File: config.mk
export PLATFORM = sky130hd
export DESIGN_NAME = sdrd_deserializer
export DESIGN_NICKNAME = d
export VERILOG_FILES = /design/src/rtl/sdrd_deserializer.sv
export SDC_FILE = /design/constraint.sdc
export NUM_CORES = 1
export LEC_CHECK = 0
export ABC_AREA = 1
export BUFFER_PORTS_ARGS = -buffer_cell sky130_fd_sc_hd__buf_2
export CAP_MARGIN = 20
export CORE_MARGIN = 2
export CORE_UTILIZATION = 52
export DETAILED_ROUTE_END_ITERATION = 10
export PLACE_DENSITY = 0.76
export SETUP_SLACK_MARGIN = 0.15
export SYNTH_ARGS = -nofsm -noshare
export SYNTH_HDL_FRONTEND = slang
export SYNTH_SLANG_ARGS = --single-unit
export TNS_END_PERCENT = 1
File: constraint.sdc
create_clock -name clk -period 1.45 [get_ports clk]
set_input_delay 0.435 -clock clk [delete_from_list [all_inputs] [get_ports clk]]
set_output_delay 0.435 -clock clk [all_outputs]
set_load 0.01 [all_outputs]
File: src/rtl/sdrd_deserializer.sv
// sdrd_deserializer
//   Collects the SDRD serial read stream into BITS-wide words. A bit is taken
//   on every clock where the serial-read window is open. Each finished word is
//   handed to the host-side bus logic over a valid/ack handshake.
//
//   Ports
//     clk, rst          clock; synchronous active-high reset
//     sser              serial select, active low
//     ba13, ba12, br_w  bus address bits / read qualifier that form the window
//     sdrd              serial read data bit
//     data_ack          host accepts data_out (ignored while data_valid = 0)
//     ovr_clr           clears the sticky overrun flag
//     data_out          last completed word
//     data_valid        data_out holds a word the host has not yet accepted
//     overrun           sticky; a completed word was dropped
//     abort             one-cycle pulse; a partial word was discarded
//     busy              FSM is in SHIFT
module sdrd_deserializer #(
   parameter int BITS      = 8,
   parameter bit MSB_FIRST = 1'b1
) (
   input  logic            clk,
   input  logic            rst,
   input  logic            sser,
   input  logic            ba13,
   input  logic            ba12,
   input  logic            br_w,
   input  logic            sdrd,
   input  logic            data_ack,
   input  logic            ovr_clr,
   output logic [BITS-1:0] data_out,
   output logic            data_valid,
   output logic            overrun,
   output logic            abort,
   output logic            busy
);

   localparam int            CW   = $clog2(BITS + 1);
   localparam logic [CW-1:0] LAST = CW'(BITS - 1);

   typedef enum logic {IDLE, SHIFT} state_t;

   state_t          state, state_nxt;
   logic [CW-1:0]   cnt, cnt_nxt;
   logic [BITS-1:0] shreg, shreg_nxt, shifted;
   logic            win, done, abort_nxt, ovr_set;

   assign win  = ~sser & ~ba13 & ba12 & br_w;
   assign busy = (state == SHIFT);

   // Shift register with the current bit inserted. Once a full word has been
   // shifted in, any older contents have been pushed out, so the register
   // never has to be cleared between back-to-back words.
   always_comb begin
      if (MSB_FIRST) begin
         shifted    = shreg << 1;
         shifted[0] = sdrd;
      end else begin
         shifted           = shreg >> 1;
         shifted[BITS-1]   = sdrd;
      end
   end

   // After a word completes the FSM stays in SHIFT with cnt = 0. A closing
   // window at that point is a clean boundary, so it does not abort.
   always_comb begin
      state_nxt = state;
      cnt_nxt   = cnt;
      shreg_nxt = shreg;
      done      = 1'b0;
      abort_nxt = 1'b0;
      case (state)
         IDLE: begin
            if (win) begin
               shreg_nxt = shifted;
               state_nxt = SHIFT;
               if (cnt == LAST) begin
                  done    = 1'b1;
                  cnt_nxt = '0;
               end else begin
                  cnt_nxt = cnt + CW'(1);
               end
            end
         end
         SHIFT: begin
            if (win) begin
               shreg_nxt = shifted;
               if (cnt == LAST) begin
                  done    = 1'b1;
                  cnt_nxt = '0;
               end else begin
                  cnt_nxt = cnt + CW'(1);
               end
            end else begin
               state_nxt = IDLE;
               cnt_nxt   = '0;
               shreg_nxt = '0;
               abort_nxt = (cnt != '0);
            end
         end
         default: state_nxt = IDLE;
      endcase
   end

   // A word that completes while the previous one is still pending and
   // unacknowledged is lost.
   assign ovr_set = done & data_valid & ~data_ack;

   always_ff @(posedge clk) begin
      if (rst) begin
         state <= IDLE;
      end else begin
         state <= state_nxt;
      end
   end

   always_ff @(posedge clk) begin
      if (rst) begin
         cnt        <= '0;
         shreg      <= '0;
         data_out   <= '0;
         data_valid <= 1'b0;
         overrun    <= 1'b0;
         abort      <= 1'b0;
      end else begin
         cnt   <= cnt_nxt;
         shreg <= shreg_nxt;
         abort <= abort_nxt;
         if (done) begin
            // An ack on the completion edge frees the slot for the new word.
            if (!data_valid || data_ack) begin
               data_out   <= shifted;
               data_valid <= 1'b1;
            end
         end else if (data_valid && data_ack) begin
            data_valid <= 1'b0;
         end
         if (ovr_set) begin
            overrun <= 1'b1;
         end else if (ovr_clr) begin
            overrun <= 1'b0;
         end
      end
   end

endmodule

==> summary.md, run 1 <==
| Metric | Value |
|---|---|
| Endpoints failing setup | 0 |
| Seq/Total Area, Yosys | 45.9% |
| Worst Max-Slew Pin Slew | 0.272 ns |
| Final clock skew | 0.00676 ns |
| Register-to-Register Setup Slack | 0.19 ns |
| R2r startpoint | cnt[1]$_SDFFE_PP0P_ |
| Max FO, Critical Path | 8 |
| Min-delay src | rst |
| Required time of the critical path | 1.67 ns |
| Area leader, netlist | dfxtp_1 |
| Status | complete, no violations |
| Crit start category | register |
| Total power | 988 uW |
| Slew Limit Headroom | 81.9% |
| Total I/O pin count | 21 |
| Main combinational cell family by area after synthesis | simple AND/OR/NAND/NOR gates |
| Worst path max stage delay | 0.38 ns |
| Grt ovf | 0 |
| Antenna violations before repair | 0 |
| Fin. max-slew vios | 0 |
| Setup TNS | 0 ns |
| Global-route wire length before repair | 3060 um |
| # clock sinks | 23 |
| Sequential cell area | 463 sq um |
| Syn_area_per_cell | 7.21 sq um |
| Final antenna-violating net count | 0 |
| Filler cells | 171 |
| Root Buffer | clkbuf_4 |
| Tightest Hold Check Type | in -> reg |
| CTS tree | done |
| Core ar. | 1760 sq um |
| Die X | 47.9 um |
| Most frequent cells in the layout | 41 x nand2_1, 21 x dfxtp_1, 20 x nor2_1, 20 x buf_2, 16 x inv_1 |
| Slowest CP cell | dfxtp_2 |
| Maximum VDD drop | 652 uV |
| Final Hold Fails | 0 |
| Drt via density | 4.78 |
| Period minus WS final | 1.26 ns |
| GP Congestion | 0.749 |
| Syn Nets | 150 |
| Area contributors post-synth | dfxtp_1 46%, nand2_1 15%, nor2_1 7.9%, nand3_1 7.0%, inv_1 6.0% |
| CP endpoint kind | register |
| Clk_lat worst skew | 0.31 ns |
| Max Cap Viol | 0 |
| Pin count of the biggest net entering global routing | 18 |
| H-tree levels | 1 |
| Die H | 47.9 um |
| # DRC | 0 |
| Pwr/cell area | 798 nW/um^2 |
| WL/cell | 10.9 um |
| Initial Util | 56.8% |
| Synth top area share | 45.9% |
| Clk slew on worst S/H paths | 0.13 ns |
| Post-Synth Adder-Cell Area | 2.50% |
| Crit-path cells | ha_4 > nand2_4 > nor2_4 > nand3_4 > nor2_2 > nor2_1 |
| Overall routed net length | 2120 um |
| Leakage | 0.644 nW |
| Cell Area, Synth | 1000 sq um |
| Diodes inserted | 0 |
| Drt first pass iters | 4 |
| Post-DP HPWL | 1340 um |
| Clock buffer depth | 2 |
| Post-synthesis simple-gate area fraction | 38.5% |
| DR vias | 927 |
| Synthesized flop and latch total | 23 |
| Vias in the first global route | 738 |
| Crit share post-route | 86.8% |
| Synth Area in XOR/XNOR | 0% |
| CP startpoint | cnt[1]$_SDFFE_PP0P_ |
| Placement Setup Slack | 0.0738 ns |
| Yosys warnings | 0 |
| Initial detailed-routing violation count | 25 |
| Max Freq | 794 MHz |
| Mapped Cells | 139 |
| Worst setup path class | reg -> reg |
| Mux share of post-synthesis cell area | 0% |
| Worst path top cell family by delay | simple AND/OR/NAND/NOR gates |
| Synth Area in Compound Gates | 3.37% |
| IO buf count | 20 |
| # nets final | 181 |
| Crit path buffers/inverters | 0 |
| Worst setup margin | 0.191 ns |
| Fraction of layout cells with a size suffix above 1 | 29.6% |
| Multi-input logic area | 492 sq um |
| Overall routing resource usage | 19.2% |
| Commonest non-fill, non-tap cell in the layout | nand2_1 |
| Core Rows | 15 |
| Synth unique cells | 18 |
| RSZ-0062 raised after global routing | yes |
| Num CTS Buffers | 3 |
| CP arrival | 1.48 ns |
| Die area | 2290 sq um |
| Synth-to-Final Area Change | 23.5% |
-- registers in the layout, indices dropped and copies added, names as in the netlist --
| signal | flops |
|---|---|
| data_out | 8 |
| overrun | 1 |
| busy | 1 |
| data_valid | 1 |
| abort | 1 |
| shreg | 7 |
| cnt | 4 |
-- logic make-up (layout without fill, tap and decap cells) --
| family | Yosys count | after routing |
|---|---|---|
| and+or+nand+nor | 85 | 87 |
| DFF | 23 | 23 |
| adders and majority gates | 2 | 2 |
| AOI/OAI and AO/OA | 6 | 6 |
| buffers and inverters | 23 | 51 |
-- synth_stat cells, drive strengths merged --
master	number
buf	2
nand3	15
nand4	1
dfxtp	23
nand2	44
inv	21
o21ai	1
ha	2
a21oi	5
nor2	25
-- power by group --
| part | switching (mW) | internal (mW) |
|---|---|---|
| Sequential | 0.00202 | 0.634 |
| Clock | 0.197 | 0.103 |
| Combinational | 0.0337 | 0.0185 |
| Total | 0.232 | 0.756 |
-- routing by layer --
layer / GRT usage, % / wire [um] / vias up
met5: 0 / 0 / -
met1: 26.0 / 950 / 413
met3: 3.40 / 113 / 2
met4: 7.57 / 13 / 0
met2: 30.1 / 1040 / 26
li1: - / - / 486
-- cell type report --
class                      count  share of cell area, %
clock buffer                   3                   1.82
clock inverter                 1                  0.404
inverter                      21                   6.37
multi-input combinational     95                   39.7
sequential                    23                   37.4
tap                           25                   2.53
timing repair buffer          26                   11.7
-- path summary, 6_finish.rpt --
kind                                    to  cells past startpoint
setup / recovery  data_out[0]$_SDFFE_PP0P_                      6
hold / removal        overrun$_SDFFE_PP0P_                      2
setup reg to reg  data_out[0]$_SDFFE_PP0P_                      6
hold reg to reg       overrun$_SDFFE_PP0P_                      2
-- per-stage QoR --
step	instance area, sq um	hold slack [ns]	utilization, %	std cells
2_1_floorplan	1000	0.443	-	139
3_3_place_gp	1140	0.449	64.9	186
3_5_place_dp	1140	0.454	64.9	186
4_1_cts	1170	0.346	66.5	190
5_1_grt	1240	0.347	70.1	194
6_report	1240	0.351	70.1	194
-- what timing repair did --
| action | CTS | global route |
|---|---|---|
| cloned | 0 | 2 |
| resized for setup | 0 | 7 |
| hold buffers | 0 | 0 |
| endpoints found under the setup margin | 3 | 9 |
| buffers inserted | 0 | 2 |
| pin swaps | 0 | 4 |
| endpoints found under the hold margin | 0 | 0 |
No activity file was read; power rests on OpenSTA's default activity.
==> run 2, diff against run 1 <==
- CTS_BUF_LIST: default -> sky130_fd_sc_hd__clkbuf_8 sky130_fd_sc_hd__clkbuf_16
- SETUP_SLACK_MARGIN: 0.15 -> 0.02
==> summary.md, run 2 (same netlist as run 1, synthesis figures left out) <==
| Metric | Value |
|---|---|
| Flop pwr share | 58.8% (was 64.4%) |
| Overall routing resource usage | 19.3% (was 19.2%) |
| Core Rows | 15 (unchanged) |
| Status | complete, no violations (unchanged) |
| IO buf count | 20 (unchanged) |
| CTS tree | done (unchanged) |
| Max Cap Viol | 0 (unchanged) |
| Commonest non-fill, non-tap cell in the layout | nand2_1 (unchanged) |
| Final antenna-violating net count | 0 (unchanged) |
| Most frequent cells in the layout | 41 x nand2_1, 23 x dfxtp_1, 21 x nor2_1 (was 41 x nand2_1, 21 x dfxtp_1, 20 x nor2_1, 20 x buf_2, 16 x inv_1) |
| Crit share post-route | 89.5% (was 86.8%) |
| R2r startpoint | cnt[0]$_SDFFE_PP0P_ (was cnt[1]$_SDFFE_PP0P_) |
| Slew Limit Headroom | 84.2% (was 81.9%) |
| Busiest layer in global routing | met2 (unchanged) |
| # clock sinks | 23 (unchanged) |
| Vias in the first global route | 744 (was 738) |
| Hold Path End | shreg[0]$_SDFFE_PP0P_ (was overrun$_SDFFE_PP0P_) |
| Number of flip-flops under the largest register name | 8 (unchanged) |
| Clk_lat worst skew | 0.26 ns (was 0.31 ns) |
| Final Hold Fails | 0 (unchanged) |
| WL/cell | 9.76 um (was 10.9 um) |
| CP endpoint kind | register (unchanged) |
| Antenna violations before repair | 0 (unchanged) |
| M3 GR Usage | 3.40% (unchanged) |
| CTS Hold Bufs | 0 (unchanged) |
| Crit start category | register (unchanged) |
| Grt ovf | 0 (unchanged) |
| Tightest Hold Check Type | in -> reg (unchanged) |
| Fin. max-slew vios | 0 (unchanged) |
| Top flop regs | data_out (8), shreg (7), cnt (4) (unchanged) |
| Synth-to-Final Area Change | 18.9% (was 23.5%) |
| Largest Register | data_out (unchanged) |
| Required time of the critical path | 1.61 ns (was 1.67 ns) |
| Drt first pass iters | 4 (unchanged) |
| Switching part of the total | 21.9% (was 23.5%) |
| Setup repair bufs after CTS | 0 (unchanged) |
| Pin count of the biggest net entering global routing | 18 (unchanged) |
| Initial detailed-routing violation count | 24 (was 25) |
| Global-route wire length before repair | 3090 um (was 3060 um) |
| Max Freq | 770 MHz (was 794 MHz) |
| Fraction of layout cells with a size suffix above 1 | 25.5% (was 29.6%) |
| Number of gates resized after cts | 0 (unchanged) |
| Period minus WS final | 1.30 ns (was 1.26 ns) |
| Met1 Usage GRT | 26.0% (unchanged) |
| Die H | 47.9 um (unchanged) |
| Total I/O pin count | 21 (unchanged) |
| Root Buffer | clkbuf_8 (was clkbuf_4) |
| Die area | 2290 sq um (unchanged) |
| Worst setup margin | 0.152 ns (was 0.191 ns) |
| Net Switching | 237 uW (was 232 uW) |
| Hold Path Cell Cnt | 3 (was 2) |
| Worst Max-Slew Pin Slew | 0.237 ns (was 0.272 ns) |
| Clock network power share | 36.6% (was 30.3%) |
| Total power | 1.08 mW (was 988 uW) |
| H-tree levels | 1 (unchanged) |
| Layout Utilization | 67.5% (was 70.1%) |
| Overall routed net length | 1860 um (was 2120 um) |
| RSZ-0062 raised after global routing | no (was yes) |
| Maximum VDD drop | 690 uV (was 652 uV) |
| Core ar. | 1760 sq um (unchanged) |
| DR vias | 891 (was 927) |
| Num CTS Buffers | 3 (unchanged) |
| Diodes inserted | 0 (unchanged) |
| Filler cells | 180 (was 171) |
| Worst setup path class | reg -> reg (unchanged) |
| Worst reg2reg path endpoint | data_out[0]$_SDFFE_PP0P_ (unchanged) |
| Register-to-Register Setup Slack | 0.15 ns (was 0.19 ns) |
| Drt via density | 4.69 (was 4.78) |
| Initial Util | 56.8% (unchanged) |
| GP Congestion | 0.749 (unchanged) |
| Leakage | 0.630 nW (was 0.644 nW) |
| Pwr/cell area | 905 nW/um^2 (was 798 nW/um^2) |
| Comb power frac | 4.5% (was 5.3%) |
| GRT met2 Usage | 29.9% (was 30.1%) |
| Die X | 47.9 um (unchanged) |
| Setup TNS | 0 ns (unchanged) |
| R2R depth | 6 (unchanged) |
| Worst hold margin | 0.405 ns (was 0.351 ns) |
| CP arrival | 1.46 ns (was 1.48 ns) |
| # nets final | 177 (was 181) |
| Endpoints failing setup | 0 (unchanged) |
| Internal power | 842 uW (was 756 uW) |
| Final clock skew | 0.00360 ns (was 0.00676 ns) |
| Min-delay src | sdrd (was rst) |
| Max FO, Critical Path | 17 (was 8) |
| # DRC | 0 (unchanged) |
| Post-DP HPWL | 1340 um (unchanged) |
| Placement Setup Slack | 0.0738 ns (unchanged) |
| Clock buffer depth | 2 (unchanged) |
| Clk slew on worst S/H paths | 0.08 ns (was 0.13 ns) |
[run 2: metrics by stage]
step	std cells	instance area (sq um)
finish	190	1190
detailed placement	186	1140
CTS	190	1190
global route	190	1190
global placement	186	1140
floorplan	139	1000
[run 2: cell type report]
| cell class | count | area (sq um) | area share (%) |
|---|---|---|---|
| sequential | 23 | 460 | 38.7 |
| multi-input combinational | 93 | 444 | 37.3 |
| timing repair buffer | 24 | 130 | 10.9 |
| inverter | 21 | 78.8 | 6.62 |
| clock buffer | 3 | 41.3 | 3.47 |
| tap | 25 | 31.3 | 2.63 |
| clock inverter | 1 | 5.00 | 0.420 |
[run 2: worst max-delay path by stage]
stage,startpoint,end,slack [ns],cells past startpoint
4_1_cts,cnt[0]$_SDFFE_PP0P_,data_out[3]$_SDFFE_PP0P_,0.14,7
2_1_floorplan,cnt[0]$_SDFFE_PP0P_,data_out[1]$_SDFFE_PP0P_,0.20,7
3_5_place_dp,br_w,data_out[3]$_SDFFE_PP0P_,0.07,6
3_3_place_gp,sser,data_out[1]$_SDFFE_PP0P_,0.12,7
6_report,cnt[0]$_SDFFE_PP0P_,data_out[0]$_SDFFE_PP0P_,0.15,6
5_1_grt,cnt[0]$_SDFFE_PP0P_,data_out[0]$_SDFFE_PP0P_,0.03,7
[run 2: metal layers]
layer / part of all wire (%) / wire (um)
met2: 47 / 869
met4: 1.2 / 23
met1: 47 / 881
met3: 4.3 / 80
met5: 0 / 0
[run 2: power groups by stage]
stage               logic (mW)  registers, mW  clock network, mW
CTS                     0.0489          0.635              0.403
finish                  0.0491          0.635              0.395
floorplan               0.0251          0.650                  0
global placement        0.0469          0.649                  0
detailed placement      0.0484          0.650                  0
global route            0.0555          0.635              0.426
[run 2: worst max-delay path, cell delays in order, from the launching register on]
cell and delay, ns:
dfxtp_1 0.35, ha_1 0.21, nand2_2 0.09, nor2_4 0.11
nand3_4 0.21, nor2_1 0.16, nor2_1 0.06
